## config.mk

```make
export PLATFORM = sky130hd
export DESIGN_NAME = fp16_accum_seq
export DESIGN_NICKNAME = d
export VERILOG_FILES = /design/src/rtl/fp16_accum_seq.sv
export SDC_FILE = /design/constraint.sdc
export NUM_CORES = 1
export LEC_CHECK = 0
export CAP_MARGIN = 20
export CORE_ASPECT_RATIO = 0.75
export CORE_UTILIZATION = 28
export DETAILED_ROUTE_END_ITERATION = 8
export PLACE_DENSITY = 0.6
export SYNTH_ARGS = -nofsm -noshare
export SYNTH_HDL_FRONTEND = slang
export SYNTH_SLANG_ARGS = --single-unit
```

## constraint.sdc

```tcl
create_clock -name clk -period 1.95 [get_ports clk]
set_input_delay 0.39 -clock clk [delete_from_list [all_inputs] [get_ports clk]]
set_output_delay 0.39 -clock clk [all_outputs]
set_load 0.05 [all_outputs]
```

## src/rtl/fp16_accum_seq.sv

```systemverilog
// Sequential FP16 accumulator: launches acc + element into an external combinational
// adder, captures its sum and class flags after ADD_LAT cycles, reports on the last element.
module fp16_accum_seq #(
    parameter int ADD_LAT = 1,
    parameter int CNT_W   = 8
) (
    input  logic             clk,
    input  logic             rst,
    input  logic             start,
    input  logic             in_valid,
    output logic             in_ready,
    input  logic [15:0]      in_data,
    input  logic             in_last,
    output logic [15:0]      add_a,
    output logic [15:0]      add_b,
    input  logic [15:0]      add_s,
    input  logic             add_snan,
    input  logic             add_qnan,
    input  logic             add_inf,
    input  logic             add_zero,
    output logic             out_valid,
    input  logic             out_ready,
    output logic [15:0]      out_sum,
    output logic [CNT_W-1:0] out_count,
    output logic [2:0]       out_flags,
    output logic             out_zero
);

    // Handshakes: a transfer happens on a rising edge where valid and ready are both high;
    // ready/valid are decoded from registered state only, never from the partner's signal.
    localparam logic [1:0] S_IDLE   = 2'd0;
    localparam logic [1:0] S_ACCEPT = 2'd1;
    localparam logic [1:0] S_WAIT   = 2'd2;
    localparam logic [1:0] S_DONE   = 2'd3;

    localparam logic [3:0]       LAT_M1  = 4'(ADD_LAT - 1);
    localparam logic [CNT_W-1:0] CNT_MAX = {CNT_W{1'b1}};

    logic [1:0]       state;
    logic [3:0]       wait_cnt;
    logic             last_q;
    logic [15:0]      acc;
    logic [CNT_W-1:0] count;
    logic [2:0]       flags;
    logic             zero_q;

    assign in_ready  = (state == S_ACCEPT);
    assign out_valid = (state == S_DONE);
    assign out_sum   = acc;
    assign out_count = count;
    assign out_flags = flags;
    assign out_zero  = zero_q;

    always_ff @(posedge clk or posedge rst) begin
        if (rst) begin
            state    <= S_IDLE;
            wait_cnt <= '0;
            last_q   <= 1'b0;
            acc      <= 16'h0000;
            add_a    <= 16'h0000;
            add_b    <= 16'h0000;
            count    <= '0;
            flags    <= 3'b000;
            zero_q   <= 1'b0;
        end else begin
            case (state)
                S_IDLE: begin
                    if (start) begin
                        acc    <= 16'h0000;
                        count  <= '0;
                        flags  <= 3'b000;
                        zero_q <= 1'b0;
                        state  <= S_ACCEPT;
                    end
                end
                S_ACCEPT: begin
                    if (in_valid) begin
                        add_a    <= acc;
                        add_b    <= in_data;
                        last_q   <= in_last;
                        wait_cnt <= LAT_M1;
                        state    <= S_WAIT;
                    end
                end
                S_WAIT: begin
                    // Sum is taken verbatim from the adder once it has settled.
                    if (wait_cnt == 4'd0) begin
                        acc    <= add_s;
                        flags  <= flags | {add_snan, add_qnan, add_inf};
                        zero_q <= add_zero;
                        if (count != CNT_MAX) begin
                            count <= count + 1'b1;
                        end
                        state <= last_q ? S_DONE : S_ACCEPT;
                    end else begin
                        wait_cnt <= wait_cnt - 4'd1;
                    end
                end
                S_DONE: begin
                    if (out_ready) begin
                        state <= S_IDLE;
                    end
                end
                default: state <= S_IDLE;
            endcase
        end
    end

endmodule

```

==> results of run 1 <==
power by group:
group	switching [mW]	internal (mW)	leakage, nW
clock network	0.568	1.28	0.163
registers	0.362	1.95	0.879
logic	2.85	1.59	0.991
total	3.78	4.82	2.03
layer usage:
layer / routed length (µm) / vias up / track usage (%) / share of wire (%)
met5: 0 / - / 0 / 0
met4: 90 / 0 / 5.18 / 1.3
met3: 533 / 11 / 4.97 / 8.0
met2: 2680 / 99 / 17.9 / 40
met1: 3380 / 1042 / 19.1 / 51
li1: - / 1090 / - / -
layout by cell type (no fill, tap or decap), types with 2 or more instances in the layout:
| master | n |
|---|---|
| a21oi_1 | 12 |
| a31oi_1 | 2 |
| a41oi_1 | 2 |
| and4_1 | 2 |
| buf_12 | 5 |
| buf_4 | 19 |
| bufinv_16 | 3 |
| clkbuf_1 | 2 |
| clkbuf_16 | 9 |
| clkdlybuf4s50_1 | 83 |
| clkinvlp_4 | 2 |
| dfrtp_1 | 65 |
| dfrtp_2 | 2 |
| dlymetal6s2s_1 | 7 |
| ha_1 | 2 |
| inv_1 | 5 |
| mux2_2 | 33 |
| mux2i_1 | 2 |
| nand2_1 | 44 |
| nand2b_1 | 3 |
| nand3_1 | 7 |
| nor2_1 | 6 |
| nor2b_1 | 3 |
| nor3_1 | 2 |
| o211ai_1 | 2 |
| o21a_1 | 2 |
| o21ai_0 | 21 |
| xor2_1 | 2 |
registers in the layout, summed over array words and instances, names as in the netlist:
name,count
state,2
out_count,8
wait_cnt,4
out_zero,1
add_b,16
out_flags,3
out_sum,16
add_a,16
last_q,1
cell type report:
class | count | share of cell area [%]
clock buffers | 12 | 5.53
clock inverters | 4 | 2.19
inverters | 6 | 0.590
multi-input cells | 161 | 24.2
flip-flops and latches | 67 | 37.7
well taps | 132 | 3.71
repair buffers | 114 | 26.1
cells by family (layout without fill, tap and decap cells):
group | after synthesis | count (layout) | synth area share [%]
AND/OR/NAND/NOR | 75 | 75 | 12.6
buffers and inverters | 20 | 136 | 3.29
XOR/XNOR | 2 | 2 | 0.615
flip-flops | 67 | 67 | 58.8
AO/OA/AOI/OAI | 47 | 47 | 10.1
adder cells (fa/ha/maj) | 2 | 2 | 0.878
multiplexers | 35 | 35 | 13.7
worst max path at each step:
stage                                   from                       end  slack (ps)  cells after the start
CTS                  out_sum[12]$_DFFE_PP0P_               out_sum[12]          10                      1
global placement                       start    out_sum[7]$_DFFE_PP0P_         170                      4
detailed placement                  in_valid      add_a[7]$_DFFE_PP0P_         150                      5
finish              out_flags[2]$_DFFE_PP0P_              out_flags[2]          50                      1
floorplan           out_count[0]$_DFFE_PP0P_  out_count[6]$_DFFE_PP0P_         110                      6
global route          out_sum[4]$_DFFE_PP0P_                out_sum[4]           2                      1
stage by stage:
stage | utilization (%) | std cells | hold WS [ps] | setup slack, ps
after global routing | 45.6 | 496 | 477 | 1.64
after detailed placement | 41.9 | 480 | 479 | 153
after CTS | 45.4 | 496 | 460 | 14.6
after floorplan | - | 248 | 474 | 111
final | 45.6 | 496 | 453 | 46.2
after global placement | 41.9 | 480 | 469 | 175
repair_timing:
action                                  4_1_cts  5_1_grt
gates resized for setup                       0        7
endpoints found under the setup margin        0        7
hold buffers                                  0        0
==> metrics, run 1 <==
Yosys cell types=38; die area=10600 µm²; number of routed nets with antenna violations=0; Yosys top cell area share=58.8%; Net Count, Synth=292; Initial Util=29.2%; Setup Buffers After CTS=0; post-synth top area cell=dfrtp_1; power density cells=1930 nW/µm²; fillers=939; share of cells above drive strength 1=22.0%; Routed WL=6.69 mm; #FFs+latches synth=67; initial DRC count=76; clock period minus final worst setup slack=1900 ps; die width=119 µm; Critical path buffers and inverters=1; worst vdd ir=0.854 mV; crit path DAT=1510 ps; # diodes=0; Hold Vio Cnt, Final=0; final setup violation count=0; Slowest cell on crit path=clkdlybuf4s50_1; per-cell routed wire length=13.5 µm; Core ar.=9770 µm²; crit path launch type=flop; critical-path cell list=clkdlybuf4s50_1; Routability Congestion=0.736; worst reg2reg startpoint=wait_cnt[0]$_DFFE_PP0P_; Longest Clk Path Bufs=2; Pre-Repair DR Iteration Count=4; H-tree depth=3; max incr delay on CP=820 ps; first-pass GRT wire length=10.6 mm; TNS Setup=0 ps; prevailing post-synth register cell=dfrtp_1; die height=89.4 µm; max-cap violations=0; Rows=31; placed inst area=4090 µm²; RSZ-0062 raised after global routing=no; DRC=0; via count=2242; Yosys Warn Count=0; final period utilization=97.6%; multi-input combinational cell area=1080 µm²; Reg2Reg Depth=6; IO Pins=104; Pins Over Slew Limit=0; synth top area cells=dfrtp_1, mux2_2, nand2_1, o21ai_0, a21oi_1; Sink Count=67; Clock transition at path regs=60 ps; Power, Total=8.60 mW; pin count of the biggest net entering global routing=34; RR Endpoint=out_count[5]$_DFFE_PP0P_; clk root buf=clkbuf_16; Syn Inst Count=248; Worst path top cell family by delay=buffers and inverters; Critical Path Sink Type=output port; async set-reset flop share out of synthesis=100%; grt ovf=0; antenna violations before repair=0; fmax=525 MHz; WS Path Type=reg2out; Slew headroom=64.6%; Post-synth EDFFs=0; HPWL after DPL=4.77 mm; area delta synth->final=56.3%; vias in the first global route=2088; total CTS buffers=9; sequential element share of the synthesized area=58.8%; status=finished, final reports clean; IO buf count=103; CP Max Fanout=3; Hold Path Class=in2async; count leader, synth=dfrtp_1; Post-synth top cells=dfrtp_1, nand2_1, mux2_2; Post-Syn Area=2850 µm²; Syn Area/Cell=11.5 µm²; CTS tree=built; Register Area=1680 µm²; post-route cell area=4460 µm²; CP required=1560 ps; Slew @ Worst Pin=529 ps; vias per cell=4.52; Reg2Reg Setup Slack=190 ps; fin nets=403; static leakage=2.03 nW; Clk Latency, worst-skew pair=320 ps; Global Route Usage Sum=13.3%; Final Skew=6.30 ps
(Power assumes the default switching activity.)
==> run 2: changes to the inputs <==
--- a/config.mk
+++ b/config.mk
@@ -8,6 +8,7 @@
 export CAP_MARGIN = 20
 export CORE_ASPECT_RATIO = 0.75
 export CORE_UTILIZATION = 28
+export CTS_CLUSTER_SIZE = 14
 export DETAILED_ROUTE_END_ITERATION = 8
 export PLACE_DENSITY = 0.6
 export SYNTH_ARGS = -nofsm -noshare
==> results of run 2 <==
The final DEF is identical to that of run 1; final timing and power are the same.
==> run 3: changes to the inputs <==
--- a/config.mk
+++ b/config.mk
@@ -6,11 +6,13 @@
 export NUM_CORES = 1
 export LEC_CHECK = 0
 export CAP_MARGIN = 20
+export CELL_PAD_IN_SITES_DETAIL_PLACEMENT = 1
+export CELL_PAD_IN_SITES_GLOBAL_PLACEMENT = 1
 export CORE_ASPECT_RATIO = 0.75
 export CORE_UTILIZATION = 28
 export CTS_CLUSTER_SIZE = 14
 export DETAILED_ROUTE_END_ITERATION = 8
-export PLACE_DENSITY = 0.6
+export PLACE_DENSITY = 0.74
 export SYNTH_ARGS = -nofsm -noshare
 export SYNTH_HDL_FRONTEND = slang
 export SYNTH_SLANG_ARGS = --single-unit
==> metrics, run 3 (synthesized netlist as in run 1, its figures left out) <==
crit path DAT=1520 ps (about the same); Rows=31 (unchanged); met1 wire length=3.41 mm (+0.95%); met2 WL=3.45 mm (+28%); Longest Clk Path Bufs=2 (unchanged); worst vdd ir=0.925 mV (+8.2%); IO buf count=103 (unchanged); final setup violation count=0 (unchanged); Initial Util=29.2% (unchanged); critical-path cell list=clkdlybuf4s50_1; DRC=0 (unchanged); fin nets=402 (-0.25%); vias in the first global route=2316 (+11%); Power, Total=8.32 mW (-3.3%); fillers=1086 (+16%); HPWL after DPL=5.13 mm (+7.5%); Slowest cell on crit path=clkdlybuf4s50_1; TNS Setup=0 ps (unchanged); RSZ-0062 raised after global routing=no; most common cell after layout, fill and taps aside=clkdlybuf4s50_1; initial DRC count=53 (-30%); # diodes=0 (unchanged); total CTS buffers=9 (unchanged); Slew headroom=63.2% (-1.4 points); Critical path buffers and inverters=1 (unchanged); crit path launch type=flop; number of routed nets with antenna violations=0 (unchanged); area delta synth->final=54.0%; WS Path Type=reg2out; die height=89.4 µm (unchanged); Hold Vio Cnt, Final=0 (unchanged); Pins Over Slew Limit=0 (unchanged); Routability Congestion=0.702 (-4.6%); fmax=524 MHz (-0.29%); static leakage=2.05 nW (+0.91%); power density cells=1900 nW/µm² (-1.8%); first-pass GRT wire length=11.9 mm (+11%); share of cells above drive strength 1=21.2% (-0.77 points); H-tree depth=3 (unchanged); max incr delay on CP=820 ps (about the same); Hold WS=487 ps (+33.9 ps); Pre-Repair DR Iteration Count=5 (+1); grt ovf=0 (unchanged); Global Route Usage Sum=14.6% (+1.3 points); Core ar.=9770 µm² (unchanged); final core utilization=44.9% (-0.69 points); Slew @ Worst Pin=551 ps (+21.7 ps); Clk Latency, worst-skew pair=320 ps (about the same); Sink Count=67 (unchanged); pin count of the biggest net entering global routing=68 (+100%); clk root buf=clkbuf_16; Final Skew=7.40 ps (+1.10 ps); die area=10600 µm² (unchanged); Worst path top cell family by delay=buffers and inverters; max-cap violations=0 (unchanged); Routed WL=7.42 mm (+11%); per-cell routed wire length=15.0 µm (+11%); CP Max Fanout=3 (unchanged); clock period minus final worst setup slack=1910 ps (+5.47 ps); via count=2274 (+1.4%); Critical Path Sink Type=output port; commonest non-fill, non-tap cells in the layout=clkdlybuf4s50_1, dfrtp_1, nand2_1, mux2_2, o21ai_0; status=finished, final reports clean; Clock transition at path regs=50 ps (about the same); IO Pins=104 (unchanged); CTS tree=built; WL met3=491 µm (-7.9%); final period utilization=97.9% (+0.28 points); die width=119 µm (unchanged); Top Layer Used=met4; antenna violations before repair=0 (unchanged); Hold Path Class=reg2reg; CP required=1560 ps (about the same); vias per cell=4.59 (+1.6%)
-- run 3: changes by cell type in the layout (fill, tap and decap cells not counted) --
cell             delta
buf_12              -1
buf_4               -2
bufinv_16           -3
clkbuf_8            +2
clkdlybuf4s50_1     -1
clkinv_2            +2
clkinvlp_4          -1
dlymetal6s2s_1      +3
-- run 3: worst paths after layout --
path | from | to | slack [ps] | cells after the start
worst max-delay path | out_flags[0]$_DFFE_PP0P_ | out_flags[0] | 40 | 1
worst min-delay path | out_zero$_DFFE_PP0P_ | out_zero$_DFFE_PP0P_ | 490 | 2
worst max register to register | wait_cnt[1]$_DFFE_PP0P_ | out_count[5]$_DFFE_PP0P_ | 170 | 6
worst min register to register | out_zero$_DFFE_PP0P_ | out_zero$_DFFE_PP0P_ | 490 | 2
max in group asynchronous | rst | out_count[0]$_DFFE_PP0P_ | 1110 | 3
min in group asynchronous | rst | add_a[14]$_DFFE_PP0P_ | 510 | 3
-- run 3: cell type report --
type / count / area [µm²] / area share [%]
multi-input cells: 161 / 1080 / 24.6
flip-flops and latches: 67 / 1680 / 38.3
clock inverters: 2 / 10.0 / 0.228
repair buffers: 113 / 1150 / 26.3
clock buffers: 14 / 274 / 6.24
inverters: 6 / 26.3 / 0.599
well taps: 132 / 165 / 3.76
-- run 3: where the power goes --
group	leakage, nW	total [mW]	internal (mW)	switching (mW)
sequential	0.879	2.33	1.95	0.383
clock	0.143	1.51	0.960	0.553
combinational	1.03	4.47	1.59	2.88
-- run 3: timing repair --
action | in CTS | in global routing
hold buffers | 0 | 0
setup buffers | 0 | 0
gates resized for setup | 0 | 10
endpoints found under the setup margin | 0 | 10
-- run 3: layer usage --
layer	vias to the layer above	GRT usage, %
met4	0	4.83
met3	8	5.17
met2	80	23.0
li1	1078	-
met5	-	0
met1	1108	19.0
-- run 3: stage by stage --
step / cell area [µm²] / setup slack (ps) / instances
after floorplan: 2860 / 111 / 248
after global placement: 4080 / 180 / 479
after detailed placement: 4080 / 153 / 479
after CTS: 4360 / 0.154 / 495
after global routing: 4390 / 0.873 / 495
final: 4390 / 40.8 / 495
